==> src/rtl/systolic_skew_feeder_pkg.sv <==
// Shared types for the systolic operand feeder (package systolic_pkg).
//   elem_t       : one matrix element at the default element width
//   skew_state_e : feeder FSM states
//   skew_beats() : number of skewed beats needed to stream a rows x depth matrix
package systolic_pkg;

  localparam int unsigned ELEM_WIDTH = 8;

  typedef logic [ELEM_WIDTH-1:0] elem_t;

  typedef enum logic {
    IDLE,
    STREAM
  } skew_state_e;

  function automatic int unsigned skew_beats(input int unsigned rows, input int unsigned depth);
    return rows + depth - 1;
  endfunction

endpackage

==> src/rtl/systolic_skew_feeder_if.sv <==
// Handshake bundle between a matrix producer and the systolic skew feeder.
//   in_valid/in_ready   : matrix handshake, in_mat/in_rev qualified by it
//   out_valid/out_ready : beat handshake toward the array edge
//   out_data            : lane t at bits [t*WIDTH +: WIDTH]
//   out_last            : final beat of the current matrix
//   busy                : a matrix is streaming or buffered
// Modports: master = producer/consumer side, slave = feeder side.
interface systolic_skew_feeder_if #(
  parameter int unsigned WIDTH = 8,
  parameter int unsigned ROWS  = 4,
  parameter int unsigned DEPTH = 4
);

  logic                    in_valid;
  logic                    in_ready;
  logic [WIDTH-1:0]        in_mat [ROWS][DEPTH];
  logic                    in_rev;
  logic                    out_valid;
  logic                    out_ready;
  logic [ROWS*WIDTH-1:0]   out_data;
  logic                    out_last;
  logic                    busy;

  modport master (
    output in_valid, in_mat, in_rev, out_ready,
    input  in_ready, out_valid, out_data, out_last, busy
  );

  modport slave (
    input  in_valid, in_mat, in_rev, out_ready,
    output in_ready, out_valid, out_data, out_last, busy
  );

endinterface

==> src/rtl/systolic_skew_feeder_skew_buffer.sv <==
// skew_buffer: holds one ROWS x DEPTH operand matrix and its reverse flag,
// and presents the diagonally skewed lane vector for beat index k.
//   clock, nreset : clock, asynchronous active-low reset
//   load          : capture in_mat/in_rev
//   in_mat, in_rev: matrix and element-order flag to capture
//   k             : current beat index
//   lanes_o       : lane t at [t*WIDTH +: WIDTH]; zero outside the lane's window
module skew_buffer #(
  parameter int unsigned WIDTH = 8,
  parameter int unsigned ROWS  = 4,
  parameter int unsigned DEPTH = 4,
  parameter int unsigned KW    = 3
) (
  input  logic                  clock,
  input  logic                  nreset,
  input  logic                  load,
  input  logic [WIDTH-1:0]      in_mat [ROWS][DEPTH],
  input  logic                  in_rev,
  input  logic [KW-1:0]         k,
  output logic [ROWS*WIDTH-1:0] lanes_o
);

  logic [WIDTH-1:0] mat_q [ROWS][DEPTH];
  logic             rev_q;

  always_ff @(posedge clock or negedge nreset) begin
    if (!nreset) begin
      for (int unsigned t = 0; t < ROWS; t++)
        for (int unsigned d = 0; d < DEPTH; d++)
          mat_q[t][d] <= '0;
      rev_q <= 1'b0;
    end else if (load) begin
      mat_q <= in_mat;
      rev_q <= in_rev;
    end
  end

  // Lane t shows element d exactly when k == t + d.
  always_comb begin
    lanes_o = '0;
    for (int unsigned t = 0; t < ROWS; t++)
      for (int unsigned d = 0; d < DEPTH; d++)
        if (32'(k) == t + d)
          lanes_o[t*WIDTH +: WIDTH] = rev_q ? mat_q[t][DEPTH-1-d] : mat_q[t][d];
  end

endmodule

==> src/rtl/systolic_skew_feeder.sv <==
// systolic_skew_feeder: accepts one ROWS x DEPTH matrix per handshake and
// streams it as ROWS+DEPTH-1 diagonally skewed beats (lane t delayed t beats).
//   clock, nreset : clock, asynchronous active-low reset
//   bus (slave)   : in_valid/in_ready/in_mat/in_rev, out_valid/out_ready/
//                   out_data/out_last, busy
// Build option: define SKEW_DOUBLE_BUFFER_EN for a shadow buffer that lets
// the next matrix be accepted while one streams (zero-bubble back-to-back).
module systolic_skew_feeder
  import systolic_pkg::*;
#(
  parameter int unsigned WIDTH = 8,
  parameter int unsigned ROWS  = 4,
  parameter int unsigned DEPTH = 4
) (
  input logic                   clock,
  input logic                   nreset,
  systolic_skew_feeder_if.slave bus
);

  localparam int unsigned   BEATS  = skew_beats(ROWS, DEPTH);
  localparam int unsigned   KW     = $clog2(BEATS + 1);
  localparam logic [KW-1:0] K_LAST = KW'(BEATS - 1);

  skew_state_e           state_q, state_d;
  logic [KW-1:0]         k_q, k_d;
  logic                  accept, xfer, last_xfer, pending;
  logic [ROWS*WIDTH-1:0] lanes;

`ifdef SKEW_DOUBLE_BUFFER_EN
  // Ping-pong pair: act_q selects the streaming buffer, the other is shadow.
  logic                  act_q, act_d;
  logic                  shadow_full_q, shadow_full_d;
  logic                  tgt;
  logic [1:0]            load;
  logic [ROWS*WIDTH-1:0] lanes_b [2];

  assign tgt     = (state_q == IDLE) ? act_q : ~act_q;
  assign load[0] = accept && !tgt;
  assign load[1] = accept && tgt;

  for (genvar i = 0; i < 2; i++) begin : g_buf
    skew_buffer #(.WIDTH(WIDTH), .ROWS(ROWS), .DEPTH(DEPTH), .KW(KW)) u_buf (
      .clock   (clock),
      .nreset  (nreset),
      .load    (load[i]),
      .in_mat  (bus.in_mat),
      .in_rev  (bus.in_rev),
      .k       (k_q),
      .lanes_o (lanes_b[i])
    );
  end

  assign lanes        = lanes_b[act_q];
  assign bus.in_ready = (state_q == IDLE) || !shadow_full_q;
  assign bus.busy     = (state_q == STREAM) || shadow_full_q;
  // A matrix arriving on the last-beat cycle counts as pending and is promoted at once.
  assign pending      = shadow_full_q || accept;
`else
  skew_buffer #(.WIDTH(WIDTH), .ROWS(ROWS), .DEPTH(DEPTH), .KW(KW)) u_buf (
    .clock   (clock),
    .nreset  (nreset),
    .load    (accept),
    .in_mat  (bus.in_mat),
    .in_rev  (bus.in_rev),
    .k       (k_q),
    .lanes_o (lanes)
  );

  assign bus.in_ready = (state_q == IDLE);
  assign bus.busy     = (state_q == STREAM);
  assign pending      = 1'b0;
`endif

  assign accept       = bus.in_valid && bus.in_ready;
  assign bus.out_valid = (state_q == STREAM);
  assign xfer         = bus.out_valid && bus.out_ready;
  assign last_xfer    = xfer && (k_q == K_LAST);
  assign bus.out_data = bus.out_valid ? lanes : '0;
  assign bus.out_last = bus.out_valid && (k_q == K_LAST);

  always_comb begin
    state_d = state_q;
    k_d     = k_q;
`ifdef SKEW_DOUBLE_BUFFER_EN
    act_d         = act_q;
    shadow_full_d = shadow_full_q;
`endif
    case (state_q)
      IDLE: begin
        if (accept) begin
          state_d = STREAM;
          k_d     = '0;
        end
      end
      STREAM: begin
        if (last_xfer) begin
          k_d = '0;
          if (!pending) state_d = IDLE;
`ifdef SKEW_DOUBLE_BUFFER_EN
          if (pending) begin
            act_d         = ~act_q;
            shadow_full_d = 1'b0;
          end
`endif
        end else begin
          if (xfer) k_d = k_q + 1'b1;
`ifdef SKEW_DOUBLE_BUFFER_EN
          if (accept) shadow_full_d = 1'b1;
`endif
        end
      end
      default: state_d = IDLE;
    endcase
  end

  always_ff @(posedge clock or negedge nreset) begin
    if (!nreset) begin
      state_q <= IDLE;
      k_q     <= '0;
`ifdef SKEW_DOUBLE_BUFFER_EN
      act_q         <= 1'b0;
      shadow_full_q <= 1'b0;
`endif
    end else begin
      state_q <= state_d;
      k_q     <= k_d;
`ifdef SKEW_DOUBLE_BUFFER_EN
      act_q         <= act_d;
      shadow_full_q <= shadow_full_d;
`endif
    end
  end

endmodule

==> src/flat_wrapper.sv <==
// flat-port wrapper written by rule: the top's interface ports become plain ports
module systolic_skew_feeder_flat import systolic_pkg::*;
#(
  parameter int unsigned WIDTH = 8,
  parameter int unsigned ROWS  = 4,
  parameter int unsigned DEPTH = 4
)
  (clock, nreset, bus_in_valid, bus_in_mat, bus_in_rev, bus_out_ready, bus_in_ready, bus_out_valid, bus_out_data, bus_out_last, bus_busy);
  systolic_skew_feeder_if #(.WIDTH(WIDTH), .ROWS(ROWS), .DEPTH(DEPTH)) bus_i ();
  input logic clock;
  input logic nreset;
  input wire logic [$bits(bus_i.in_valid)-1:0] bus_in_valid;
  input wire logic [$bits(bus_i.in_mat)-1:0] bus_in_mat;
  input wire logic [$bits(bus_i.in_rev)-1:0] bus_in_rev;
  input wire logic [$bits(bus_i.out_ready)-1:0] bus_out_ready;
  output wire logic [$bits(bus_i.in_ready)-1:0] bus_in_ready;
  output wire logic [$bits(bus_i.out_valid)-1:0] bus_out_valid;
  output wire logic [$bits(bus_i.out_data)-1:0] bus_out_data;
  output wire logic [$bits(bus_i.out_last)-1:0] bus_out_last;
  output wire logic [$bits(bus_i.busy)-1:0] bus_busy;
  assign bus_i.in_valid = bus_in_valid;
  assign bus_i.in_mat = {>>{bus_in_mat}};
  assign bus_i.in_rev = bus_in_rev;
  assign bus_i.out_ready = bus_out_ready;
  assign bus_in_ready = bus_i.in_ready;
  assign bus_out_valid = bus_i.out_valid;
  assign bus_out_data = bus_i.out_data;
  assign bus_out_last = bus_i.out_last;
  assign bus_busy = bus_i.busy;
  systolic_skew_feeder #(.WIDTH(WIDTH), .ROWS(ROWS), .DEPTH(DEPTH)) u_core (.clock(clock), .nreset(nreset), .bus(bus_i));
endmodule
==> config.mk <==
export PLATFORM = sky130hd
export DESIGN_NAME = systolic_skew_feeder_flat
export DESIGN_NICKNAME = d
export VERILOG_FILES = /design/src/rtl/systolic_skew_feeder_pkg.sv /design/src/rtl/systolic_skew_feeder_if.sv /design/src/rtl/systolic_skew_feeder_skew_buffer.sv /design/src/rtl/systolic_skew_feeder.sv /design/src/flat_wrapper.sv
export SDC_FILE = /design/constraint.sdc
export NUM_CORES = 1
export LEC_CHECK = 0
export ABC_AREA = 1
export CORE_AREA = 2 2 127 129
export DETAILED_ROUTE_END_ITERATION = 8
export DIE_AREA = 0 0 129 131
export GPL_ROUTABILITY_DRIVEN = 0
export PLACE_DENSITY_LB_ADDON = 0.08
export SYNTH_ARGS = -nofsm -noshare
export SYNTH_HDL_FRONTEND = slang
export SYNTH_SLANG_ARGS = --single-unit
export TNS_END_PERCENT = 30
==> constraint.sdc <==
create_clock -name clock -period 2.3 [get_ports clock]
set_input_delay 0.46 -clock clock [delete_from_list [all_inputs] [get_ports clock]]
set_output_delay 0.46 -clock clock [all_outputs]
set_load 0.03 [all_outputs]
# Word level (Yosys, flattened, before mapping)
# Index checks and enable logic that the tools add are counted.
# Widths: inputs -> output; s select.
# op_classes
add_sub_neg	1
n_eq_ne	8
n_mux	40
bitwise_logic	1
n_reduce_logical	6
# op_table
op	count
$mux 8	32
$mux 32	1
$eq 3x3->1 const B	3
$mux 3	3
$eq 3x2->1 const B	2
$pmux 3 s2	1
$logic_and 1x1->1	4
$add 3x1->3 const B	1
$eq 3x1->1 const B	1
$logic_not 3->1	1
$ne 3x3->1 const B	1
$mux 1	2
$ne 2x2->1 const B	1
$pmux 1 s2	1
$reduce_and 2->1	1
$not 1->1	1
# word_totals
register_bits	133
input_bits	133
output_inout_bits	36
wordCells	75

# Logic depth before layout (Yosys ltp)
# Gate-level depths: netlist (run 1).
# depth
word_depth	6
mapped_depth	9
ltp_nobuf	9

# Modules after synthesis
# Synthesis (run 1) repeated with hierarchy kept, for this count alone.
# unflattened
cells_unflattened	1006
area_unflattened_um2	7657.3
# modules_own_cells
module	n_inst	cells_each	area_per_inst_um2	seq_area_each_um2
skew_buffer	1	905	7130.6	3228.1
systolic_skew_feeder	1	101	526.8	100.1

# Least setup slack after synthesis (run 1)
# No wires, ideal clock.
# synth_path
path_type	reg2out
startpoint	register u_core.k_q[2]
endpoint	output bus_out_data[11]
arrival_time_ps	1912
required_ps	1840
setup_slack_ps	-72
stages_incl_launch_ff	10
path_buffers	3
cell_sequence	dfrtp_1 -> buf_4 -> inv_2 -> ha_1 -> buf_2 -> buf_1 -> o211ai_1 -> nand2_1 -> inv_1 -> a21oi_1
# synth_between
elab_chain_cells	6
word_cells_on_any_way	9
classes_between	eq/ne (4); mux (5)
# synth_lines
item	line	text
from (decl)	systolic_skew_feeder.sv:25	logic [KW-1:0] k_q, k_d;
from (signal assigned)	systolic_skew_feeder.sv:126	k_q <= k_d;
$eq 3x1->1	systolic_skew_feeder_skew_buffer.sv:43	if (32'(k) == t + d)
$mux 8 (3 in a row)	systolic_skew_feeder_skew_buffer.sv:43	
$mux 8 *	systolic_skew_feeder_skew_buffer.sv:43	
$mux 32 *	systolic_skew_feeder.sv:78	assign bus.out_data = bus.out_valid ? lanes : '0;
to (decl)	flat_wrapper.sv:18	output wire logic [$bits(bus_i.out_data)-1:0] bus_out_data;
# Every way passes the cells marked *; elsewhere a longest branch is shown, timed or not.

# Final worst setup path (run 1)
# layout_path
startpoint	register u_core.k_q[0]
endpoint	output bus_out_data[13]
# Same word-level chain as after synthesis.

==> flow_metrics.py, run 1 <==
metrics = {
    "cts": {
        "cts_buffers": 17,
        "cts.sinks": 133,
        "cts_tree": "built",
        "clock-root-buffer": "clkbuf_16",
        "clk_pin_slew_worst_paths_ps": 60,
        "clkLatencyLatePin_ps": 420,
        "h-tree-depth": 4,
        "clockBufferDepth": 2,
    },
    "synth": {
        "synth_top_area_share_pct": 42.0,
        "async_flop_share_pct": 100,
        "synth_edf_count": 0,
        "synth_commonest_cells": "299 x nand2_1, 164 x nor2_1, 143 x a21oi_1, 133 x dfrtp_1, 103 x inv_1",
        "synthesis.area_um2": 7930,
        "yosys.cell_count.top_type": "nand2_1",
        "synth_cell_types": 26,
        "synth_area_leaders": "dfrtp_1 42%, nand2_1 14%, a21oi_1 9.0%",
        "ys_seq_area_share_pct": 42.0,
        "syn_inst": 1077,
        "yosys_most_used_dff": "dfrtp_1",
        "syn_nets": 1216,
        "synth_largest_area_cell": "dfrtp_1",
        "yosysWarnings": 0,
        "ys_ff_latch": 133,
        "synth.avg_cell_area_um2": 7.36,
    },
    "sta": {
        "hold_viol": 0,
        "setup_viol": 32,
        "finClkSkew_ps": 4.83,
        "period_needed_ps": 2530,
        "finalWorstSetupSlack_ps": -229,
        "fin_crit_sh_pct": 110,
        "drv_slew": 0,
        "slew_headroom_pct": 69.3,
        "fmax_ghz": 0.395,
        "tightest_slew_ps": 460,
        "rsz0062_at_grt": "true",
    },
    "drt": {
        "viasPerCell": 5.09,
        "drc": 0,
        "wl_mm": 22.0,
        "drt_iter0_drc": 580,
        "drtAntennaViolNets": 0,
        "vias": 7523,
        "avgRoutedWirePerCell_um": 14.9,
        "drtPass1Iterations": 5,
    },
    "die": {
        "design.portCount": 169,
        "fp.dieH_um": 131,
        "row_count": 46,
        "dieArea_um2": 16900,
        "dieWidth_um": 129,
        "core_um2": 15600,
        "start_util_pct": 50.8,
    },
    "grt": {
        "grtUsageTotal_pct": 26.4,
        "grt_max_degree": 62,
        "grtUsageMet2_pct": 42.0,
        "antenna_found_initial": 0,
        "grt_pass1_vias": 6999,
        "use_met3_pct": 5.46,
        "busiest_layer": "met2",
        "use_met1_pct": 37.1,
        "grt_pass1_wl_mm": 34.9,
        "grt.overflow.total": 0,
    },
    "critical_path": {
        "critPathMaxStageDelay_ps": 390,
        "start_kind": "flop",
        "crit_arrival_ps": 2070,
        "critPathRequiredTime_ps": 1840,
        "endpoint_kind": "output port",
        "reg2regPathDepth": 7,
        "critPathKind": "reg -> out",
        "path_cells": "inv_2 > ha_4 > buf_4 > nor3_4 > buf_6 > nand2_1 > nand2_1 > nand2_1 > a21oi_2 > buf_6",
        "path_max_fanout": 8,
        "cp_common_cell": "nand2_1",
        "slowest_stage": "dfrtp_1",
    },
    "status": {
        "status": "complete, but fails checks",
        "failed_checks": "setup timing",
    },
    "finish": {
        "final_area_um2": 11000,
        "fin_cells": 1478,
        "fillers": 1310,
        "drive_gt1_share_pct": 17.6,
        "areaGrowthSynthToFinish_pct": 38.6,
        "insertedDiodeCount": 0,
        "nets": 1388,
    },
    "power": {
        "power_frac_clock_pct": 17.9,
        "p_comb_share_pct": 57.7,
        "p_int_mw": 9.61,
        "pwr_density_cell_nw_per_um2": 1550,
        "p_sw_share_pct": 43.7,
        "p_sw_mw": 7.45,
        "ir_drop_v": 0.00110,
        "power.leakage_nw": 5.37,
        "seq_power_share_pct": 24.4,
    },
    "job": {
        "maxCapViolations": 0,
    },
    "placed_design": {
        "dpl.cell_count": 1438,
        "dpl.hpwl_mm": 14.8,
        "place_area_um2": 9900,
        "numPortBuffers": 168,
    },
    "min_path": {
        "hold_class": "reg -> reg",
        "min_path_cells": 1,
    },
}
[stage by stage]
stage | hold WS [ps] | TNS, ps | setup WS, ps | total power, mW | utilization [%]
3_5_place_dp | 419 | 0 | 88.2 | 12.9 | 63.5
4_1_cts | 521 | -6260 | -247 | 16.7 | 69.6
5_1_grt | 534 | -9250 | -336 | 18.3 | 70.5
6_report | 518 | -5450 | -229 | 17.1 | 70.5
3_3_place_gp | 415 | 0 | 130 | 12.7 | 63.5
2_1_floorplan | 164 | -653 | -66.6 | 10.1 | -
[metal layers]
layer | up-vias | wire length [µm]
li1 | 3751 | -
met1 | 3444 | 9990
met2 | 298 | 10300
met3 | 30 | 1320
met4 | 0 | 299
met5 | - | 0
[power by group through the flow]
stage	registers [mW]	logic, mW	clock network [mW]
floorplan	3.94	6.21	0
global placement	4.12	8.60	0
detailed placement	4.16	8.72	0
CTS	4.15	9.47	3.09
global route	4.30	10.8	3.21
finish	4.17	9.84	3.05
[critical path: cells and delay by family, from the launching register on]
family / cells / cell delay, ps
buffers and inverters: 4 / 550
DFF: 1 / 390
and+or+nand+nor: 4 / 340
adders and majority gates: 1 / 180
AOI/OAI and AO/OA: 1 / 170
[registers in the layout (all words and copies together) (netlist names)]
signal              cells
u_core.bus.busy         1
u_core.u_buf.rev_q      1
u_core.k_q              3
u_core.u_buf.mat_q    128
[layout make-up]
class | instances | area, µm² | area share [%]
clock buffers | 21 | 470 | 4.28
flip-flops and latches | 133 | 3330 | 30.3
clock inverters | 11 | 198 | 1.80
inverters | 107 | 415 | 3.78
multi-input cells | 769 | 3970 | 36.1
repair buffers | 221 | 2330 | 21.2
well taps | 216 | 270 | 2.46
[timing repair]
item | 4_1_cts | 5_1_grt
hold buffers | 1 | 0
cloned | 2 | 0
pin swaps | 5 | 13
endpoints found under the hold margin | 40 | 0
gates resized for setup | 53 | 40
setup endpoints to repair | 32 | 33
buffers inserted | 4 | 1
[final timing paths]
kind,start,endpoint,slack (ps)
setup / recovery,u_core.k_q[0]$_DFFE_PN0P_,bus_out_data[13],-230
hold / removal,u_core.u_buf.mat_q[120]$_DFFE_PN0P_,u_core.u_buf.mat_q[120]$_DFFE_PN0P_,520
setup reg to reg,u_core.k_q[0]$_DFFE_PN0P_,u_core.k_q[1]$_DFFE_PN0P_,600
hold reg to reg,u_core.u_buf.mat_q[120]$_DFFE_PN0P_,u_core.u_buf.mat_q[120]$_DFFE_PN0P_,520
max in group asynchronous,nreset,u_core.u_buf.mat_q[1]$_DFFE_PN0P_,1110
min in group asynchronous,nreset,u_core.u_buf.mat_q[17]$_DFFE_PN0P_,530
[layout by cell type, fill, tap and decap left out, types with 2 or more instances in the layout]
cell and count:
clkbuf_8 3, ha_4 4, nand2_2 7, o211ai_1 16, bufinv_16 5, mux2_4 13, inv_2 6, buf_6 32
a21oi_2 24, clkbuf_16 17, clkinvlp_4 5, clkdlybuf4s50_1 133, dfrtp_1 130, buf_4 38, clkinv_4 3, o22ai_1 2
o21ai_0 16, inv_1 98, dfrtp_2 2, nand3_1 57, a21oi_1 118, o21ai_1 6, ha_2 2, nor2_4 4
nand2_4 4, buf_12 15, nor2_1 164, nand2_1 291, mux2_1 5, mux2_2 32
[cell families after synthesis]
kind of cell	synth area share, %
AND/OR/NAND/NOR	26.5
buffers and inverters	10.7
flip-flops	42.0
AO/OA/AOI/OAI	12.2
multiplexers	7.72
adder cells (fa/ha/maj)	0.947
(Power assumes the default switching activity.)
==> run 2, diff against run 1 <==
--- a/config.mk
+++ b/config.mk
@@ -10,7 +10,7 @@
 export DETAILED_ROUTE_END_ITERATION = 8
 export DIE_AREA = 0 0 129 131
 export GPL_ROUTABILITY_DRIVEN = 0
-export PLACE_DENSITY_LB_ADDON = 0.08
+export PLACE_DENSITY = 0.87
 export SYNTH_ARGS = -nofsm -noshare
 export SYNTH_HDL_FRONTEND = slang
 export SYNTH_SLANG_ARGS = --single-unit
==> flow_metrics.py, run 2 (same netlist as run 1, synthesis figures left out) <==
metrics = {
    "drt": {
        "drc": 0,
        "viasPerCell": 5.23,
        "vias": 7736,
        "drtAntennaViolNets": 0,
        "drt_iter0_drc": 679,
        "wl_mm": 22.6,
        "drtPass1Iterations": 8,
        "avgRoutedWirePerCell_um": 15.3,
    },
    "sta": {
        "fin_crit_sh_pct": 112,
        "fmax_ghz": 0.389,
        "period_needed_ps": 2570,
        "setup_viol": 32,
        "tightest_slew_ps": 488,
        "finClkSkew_ps": 5.22,
        "drv_slew": 0,
        "timing.setup.tns_ps": -7060,
        "finalWorstSetupSlack_ps": -271,
        "hold_viol": 0,
        "holdWs_ps": 520,
        "slew_headroom_pct": 67.5,
        "rsz0062_at_grt": "true",
    },
    "cts": {
        "h-tree-depth": 4,
        "cts_tree": "built",
        "clk_pin_slew_worst_paths_ps": 60,
        "cts.sinks": 133,
        "clock-root-buffer": "clkbuf_16",
        "clkLatencyLatePin_ps": 420,
        "clockBufferDepth": 2,
        "cts_buffers": 17,
    },
    "grt": {
        "grt.overflow.total": 0,
        "grt_max_degree": 101,
        "grt_pass1_vias": 7324,
        "antenna_found_initial": 1,
        "grt_pass1_wl_mm": 35.7,
        "grtUsageTotal_pct": 26.9,
    },
    "finish": {
        "nets": 1389,
        "insertedDiodeCount": 0,
        "fin_cells": 1479,
        "final_cell_mix": "291 x nand2_1, 161 x nor2_1, 132 x clkdlybuf4s50_1",
        "final_common_cell": "nand2_1",
        "areaGrowthSynthToFinish_pct": 40.4,
        "post-route-util_pct": 71.4,
        "largest-register": "u_core.u_buf.mat_q",
        "final_area_um2": 11100,
        "fillers": 1148,
        "largest_reg_flops": 128,
        "drive_gt1_share_pct": 18.8,
        "reg_top3": "u_core.u_buf.mat_q (128), u_core.k_q (3)",
    },
    "critical_path": {
        "start_kind": "flop",
        "endpoint_kind": "output port",
        "path_max_fanout": 6,
        "crit_arrival_ps": 2110,
        "critPathKind": "reg -> out",
        "critPathRequiredTime_ps": 1840,
    },
    "power": {
        "p_comb_share_pct": 59.1,
        "p_sw_share_pct": 43.7,
        "seq_power_share_pct": 23.9,
        "ir_drop_v": 0.00107,
        "p_total_mw": 17.6,
        "p_sw_mw": 7.70,
        "power.leakage_nw": 5.40,
        "p_int_mw": 9.91,
        "pwr_density_cell_nw_per_um2": 1580,
        "power_frac_clock_pct": 17.0,
    },
    "placed_design": {
        "dpl.cell_count": 1434,
        "dpl.hpwl_mm": 14.9,
        "pre_cts_slack_ps": 65.4,
        "place_area_um2": 9930,
        "numPortBuffers": 168,
    },
    "die": {
        "dieWidth_um": 129,
        "core_um2": 15600,
        "fp.dieH_um": 131,
        "design.portCount": 169,
        "start_util_pct": 50.8,
        "row_count": 46,
        "dieArea_um2": 16900,
    },
    "status": {
        "failed_checks": "setup timing",
        "status": "complete, but fails checks",
    },
    "job": {
        "maxCapViolations": 0,
    },
    "min_path": {
        "hold_class": "reg -> reg",
    },
}
-- run 2: metal layers --
| layer | vias up | part of all wire, % | track usage, % |
|---|---|---|---|
| li1 | 3751 | - | - |
| met4 | 2 | 2.2 | 9.72 |
| met2 | 348 | 47 | 43.0 |
| met1 | 3582 | 43 | 35.3 |
| met3 | 53 | 7.6 | 7.25 |
| met5 | - | 0.044 | 0 |
-- run 2: final timing paths --
| path | cells past startpoint | start | slack [ps] | to |
|---|---|---|---|---|
| worst min register to register | 2 | u_core.u_buf.mat_q[1]$_DFFE_PN0P_ | 520 | u_core.u_buf.mat_q[1]$_DFFE_PN0P_ |
| worst max register to register | 6 | u_core.k_q[0]$_DFFE_PN0P_ | 720 | u_core.k_q[1]$_DFFE_PN0P_ |
| max in group asynchronous | 3 | nreset | 1100 | u_core.k_q[0]$_DFFE_PN0P_ |
| worst max-delay path | 10 | u_core.k_q[0]$_DFFE_PN0P_ | -270 | bus_out_data[4] |
| min in group asynchronous | 2 | nreset | 560 | u_core.u_buf.mat_q[61]$_DFFE_PN0P_ |
| worst min-delay path | 2 | u_core.u_buf.mat_q[1]$_DFFE_PN0P_ | 520 | u_core.u_buf.mat_q[1]$_DFFE_PN0P_ |
-- run 2: repair_timing --
item                                   CTS  global route
buffers inserted                         8             4
setup endpoints to repair               32            32
cloned                                   0             0
hold buffers                             1             0
pin swaps                               20            22
gates resized for setup                 80            39
endpoints found under the hold margin   16             0
-- run 2: layout make-up --
class,count,area [µm²],share of cell area [%]
Multi-Input combinational cell,769,4060,36.5
Sequential cell,133,3330,29.9
Timing Repair Buffer,222,2400,21.5
Clock buffer,22,474,4.26
Inverter,107,422,3.79
Tap cell,216,270,2.43
Clock inverter,10,175,1.57
-- run 2: worst max-delay path: stages (launching register included) --
cell and delay (ps):
dfrtp_2 460, inv_4 110, ha_4 180, inv_2 50, nor2_4 150, buf_6 150, o211ai_1 90, nand2_1 110
inv_1 70, a21oi_2 170, buf_6 150
-- run 2: power by group through the flow --
stage | registers (mW) | clock network [mW] | logic (mW)
after floorplan | 3.94 | 0 | 6.21
after global placement | 4.12 | 0 | 8.84
after detailed placement | 4.17 | 0 | 9.03
after CTS | 4.18 | 3.02 | 9.92
after global routing | 4.33 | 3.12 | 11.3
final | 4.21 | 3.00 | 10.4
==> run 3, diff against run 2 <==
--- a/config.mk
+++ b/config.mk
@@ -11,6 +11,7 @@
 export DIE_AREA = 0 0 129 131
 export GPL_ROUTABILITY_DRIVEN = 0
 export PLACE_DENSITY = 0.87
+export SKIP_LAST_GASP = 1
 export SYNTH_ARGS = -nofsm -noshare
 export SYNTH_HDL_FRONTEND = slang
 export SYNTH_SLANG_ARGS = --single-unit
==> flow_metrics.py, run 3 (same netlist as run 1, synthesis figures left out) <==
metrics = {
    "status": {
        "failed_checks": "setup timing",
        "status": "complete, but fails checks",
    },
    "min_path": {
        "min_from": "u_core.u_buf.mat_q[1]$_DFFE_PN0P_",
        "min_path_cells": 2,
        "whs_endpoint": "u_core.u_buf.mat_q[1]$_DFFE_PN0P_",
        "hold_class": "reg -> reg",
    },
    "cts": {
        "clk_pin_slew_worst_paths_ps": 60,
        "clock-root-buffer": "clkbuf_16",
        "clkLatencyLatePin_ps": 420,
        "clockBufferDepth": 2,
        "cts.sinks": 133,
        "cts_tree": "built",
        "cts_buffers": 17,
        "h-tree-depth": 4,
    },
    "sta": {
        "fmax_ghz": 0.387,
        "drv_slew": 0,
        "finalWorstSetupSlack_ps": -287,
        "timing.setup.tns_ps": -7560,
        "slew_headroom_pct": 67.3,
        "tightest_slew_ps": 490,
        "rsz0062_at_grt": "true",
        "period_needed_ps": 2590,
        "fin_crit_sh_pct": 112,
        "holdWs_ps": 520,
        "hold_viol": 0,
        "setup_viol": 32,
        "finClkSkew_ps": 4.65,
    },
    "critical_path": {
        "cp_common_cell": "nand2_1",
        "crit_arrival_ps": 2130,
        "critPathKind": "reg -> out",
        "reg2regPathDepth": 6,
        "path_cells": "buf_6 > ha_4 > ha_4 > nor2_4 > nand2_1 > nand2_1 > nand2_1 > a21oi_1 > buf_4",
        "path_buf_inv": 2,
        "critPathMaxStageDelay_ps": 420,
        "endpoint_kind": "output port",
        "rrSetupSlack_ps": 730,
        "worst_path_dominant_cell_family": "flip-flops",
        "slowest_stage": "dfrtp_1",
        "path_max_fanout": 8,
        "start_kind": "flop",
        "critPathRequiredTime_ps": 1840,
        "reg2reg_to": "u_core.k_q[1]$_DFFE_PN0P_",
        "r2r-start": "u_core.k_q[0]$_DFFE_PN0P_",
    },
    "power": {
        "p_total_mw": 17.1,
        "pwr_density_cell_nw_per_um2": 1560,
        "power.leakage_nw": 5.35,
        "ir_drop_v": 0.00107,
    },
    "finish": {
        "reg_top3": "u_core.u_buf.mat_q (128), u_core.k_q (3)",
        "largest_reg_flops": 128,
        "final_common_cell": "nand2_1",
        "multiInputGateArea_um2": 3980,
        "drive_gt1_share_pct": 16.9,
        "regArea_um2": 3330,
        "fillers": 1188,
        "final_cell_mix": "293 x nand2_1, 163 x nor2_1, 132 x clkdlybuf4s50_1",
        "largest-register": "u_core.u_buf.mat_q",
        "areaGrowthSynthToFinish_pct": 38.0,
        "post-route-util_pct": 70.2,
        "nets": 1386,
        "final_area_um2": 10900,
        "fin_cells": 1477,
    },
    "drt": {
        "drtAntennaViolNets": 0,
        "viasPerCell": 5.22,
        "wl_mm": 22.2,
        "drt_iter0_drc": 660,
        "drc": 0,
        "avgRoutedWirePerCell_um": 15.0,
        "vias": 7710,
        "drtPass1Iterations": 7,
    },
    "grt": {
        "grt_pass1_wl_mm": 35.1,
        "grt_max_degree": 101,
        "grt.overflow.total": 0,
        "antenna_found_initial": 2,
        "grt_pass1_vias": 7216,
        "grtUsageTotal_pct": 26.4,
    },
    "placed_design": {
        "dpl.cell_count": 1434,
        "place_area_um2": 9930,
        "pre_cts_slack_ps": 65.4,
        "numPortBuffers": 168,
        "dpl.hpwl_mm": 14.9,
    },
    "die": {
        "core_um2": 15600,
        "design.portCount": 169,
        "dieArea_um2": 16900,
        "dieWidth_um": 129,
        "start_util_pct": 50.8,
        "row_count": 46,
        "fp.dieH_um": 131,
    },
    "job": {
        "maxCapViolations": 0,
    },
}
run 3: cell count changes in the layout (fill, tap and decap cells not counted), moves of 3 or more:
| cell | change |
|---|---|
| a21oi_1 | +14 |
| o21ai_1 | -4 |
| o21ai_0 | +4 |
| buf_4 | +11 |
| buf_16 | -3 |
| buf_6 | -14 |
| buf_12 | +3 |
| a21oi_2 | -15 |
run 3: what timing repair did:
action,4_1_cts,5_1_grt
gates resized for setup,46,25
endpoints found under the hold margin,16,0
setup endpoints to repair,32,32
hold buffers,1,0
pin swaps,17,15
buffers inserted,8,1
run 3: worst max-delay path by stage:
stage | cells past startpoint | to | start | slack (ps)
finish | 9 | bus_out_data[20] | u_core.k_q[1]$_DFFE_PN0P_ | -290
global route | 9 | bus_out_data[23] | u_core.k_q[1]$_DFFE_PN0P_ | -370
CTS | 10 | bus_out_data[11] | u_core.k_q[0]$_DFFE_PN0P_ | -250
detailed placement | 10 | bus_out_data[7] | u_core.k_q[0]$_DFFE_PN0P_ | 70
global placement | 10 | bus_out_data[7] | u_core.k_q[0]$_DFFE_PN0P_ | 110
floorplan | 7 | bus_out_data[13] | u_core.k_q[0]$_DFFE_PN0P_ | -70
run 3: worst reg2reg max path: cells and delay by family, from the launching register on:
family | cells | cell delay, ps
simple gates | 1 | 90
fa+ha+maj | 1 | 190
compound gates | 2 | 420
buf+inv | 2 | 270
flops | 1 | 470
run 3: final cells by class:
type	instances	share of cell area, %
Sequential cell	133	30.5
Clock inverter	10	1.60
Inverter	107	3.75
Clock buffer	22	4.33
Tap cell	216	2.47
Timing Repair Buffer	219	21.0
Antenna cell	1	0.0229
Multi-Input combinational cell	769	36.4
run 3: layer usage:
layer | up-vias | part of all wire (%) | track usage (%)
met3 | 45 | 8.3 | 6.68
met1 | 3565 | 42 | 35.2
met5 | - | 0.045 | 0
met2 | 354 | 47 | 42.2
li1 | 3744 | - | -
met4 | 2 | 2.2 | 9.46
run 3: power by group:
| group | internal (mW) | total (mW) | switching, mW |
|---|---|---|---|
| sequential | 3.49 | 4.20 | 0.708 |
| clock | 2.00 | 3.00 | 1.00 |
| combinational | 4.15 | 9.92 | 5.76 |
| total | 9.65 | 17.1 | 7.47 |
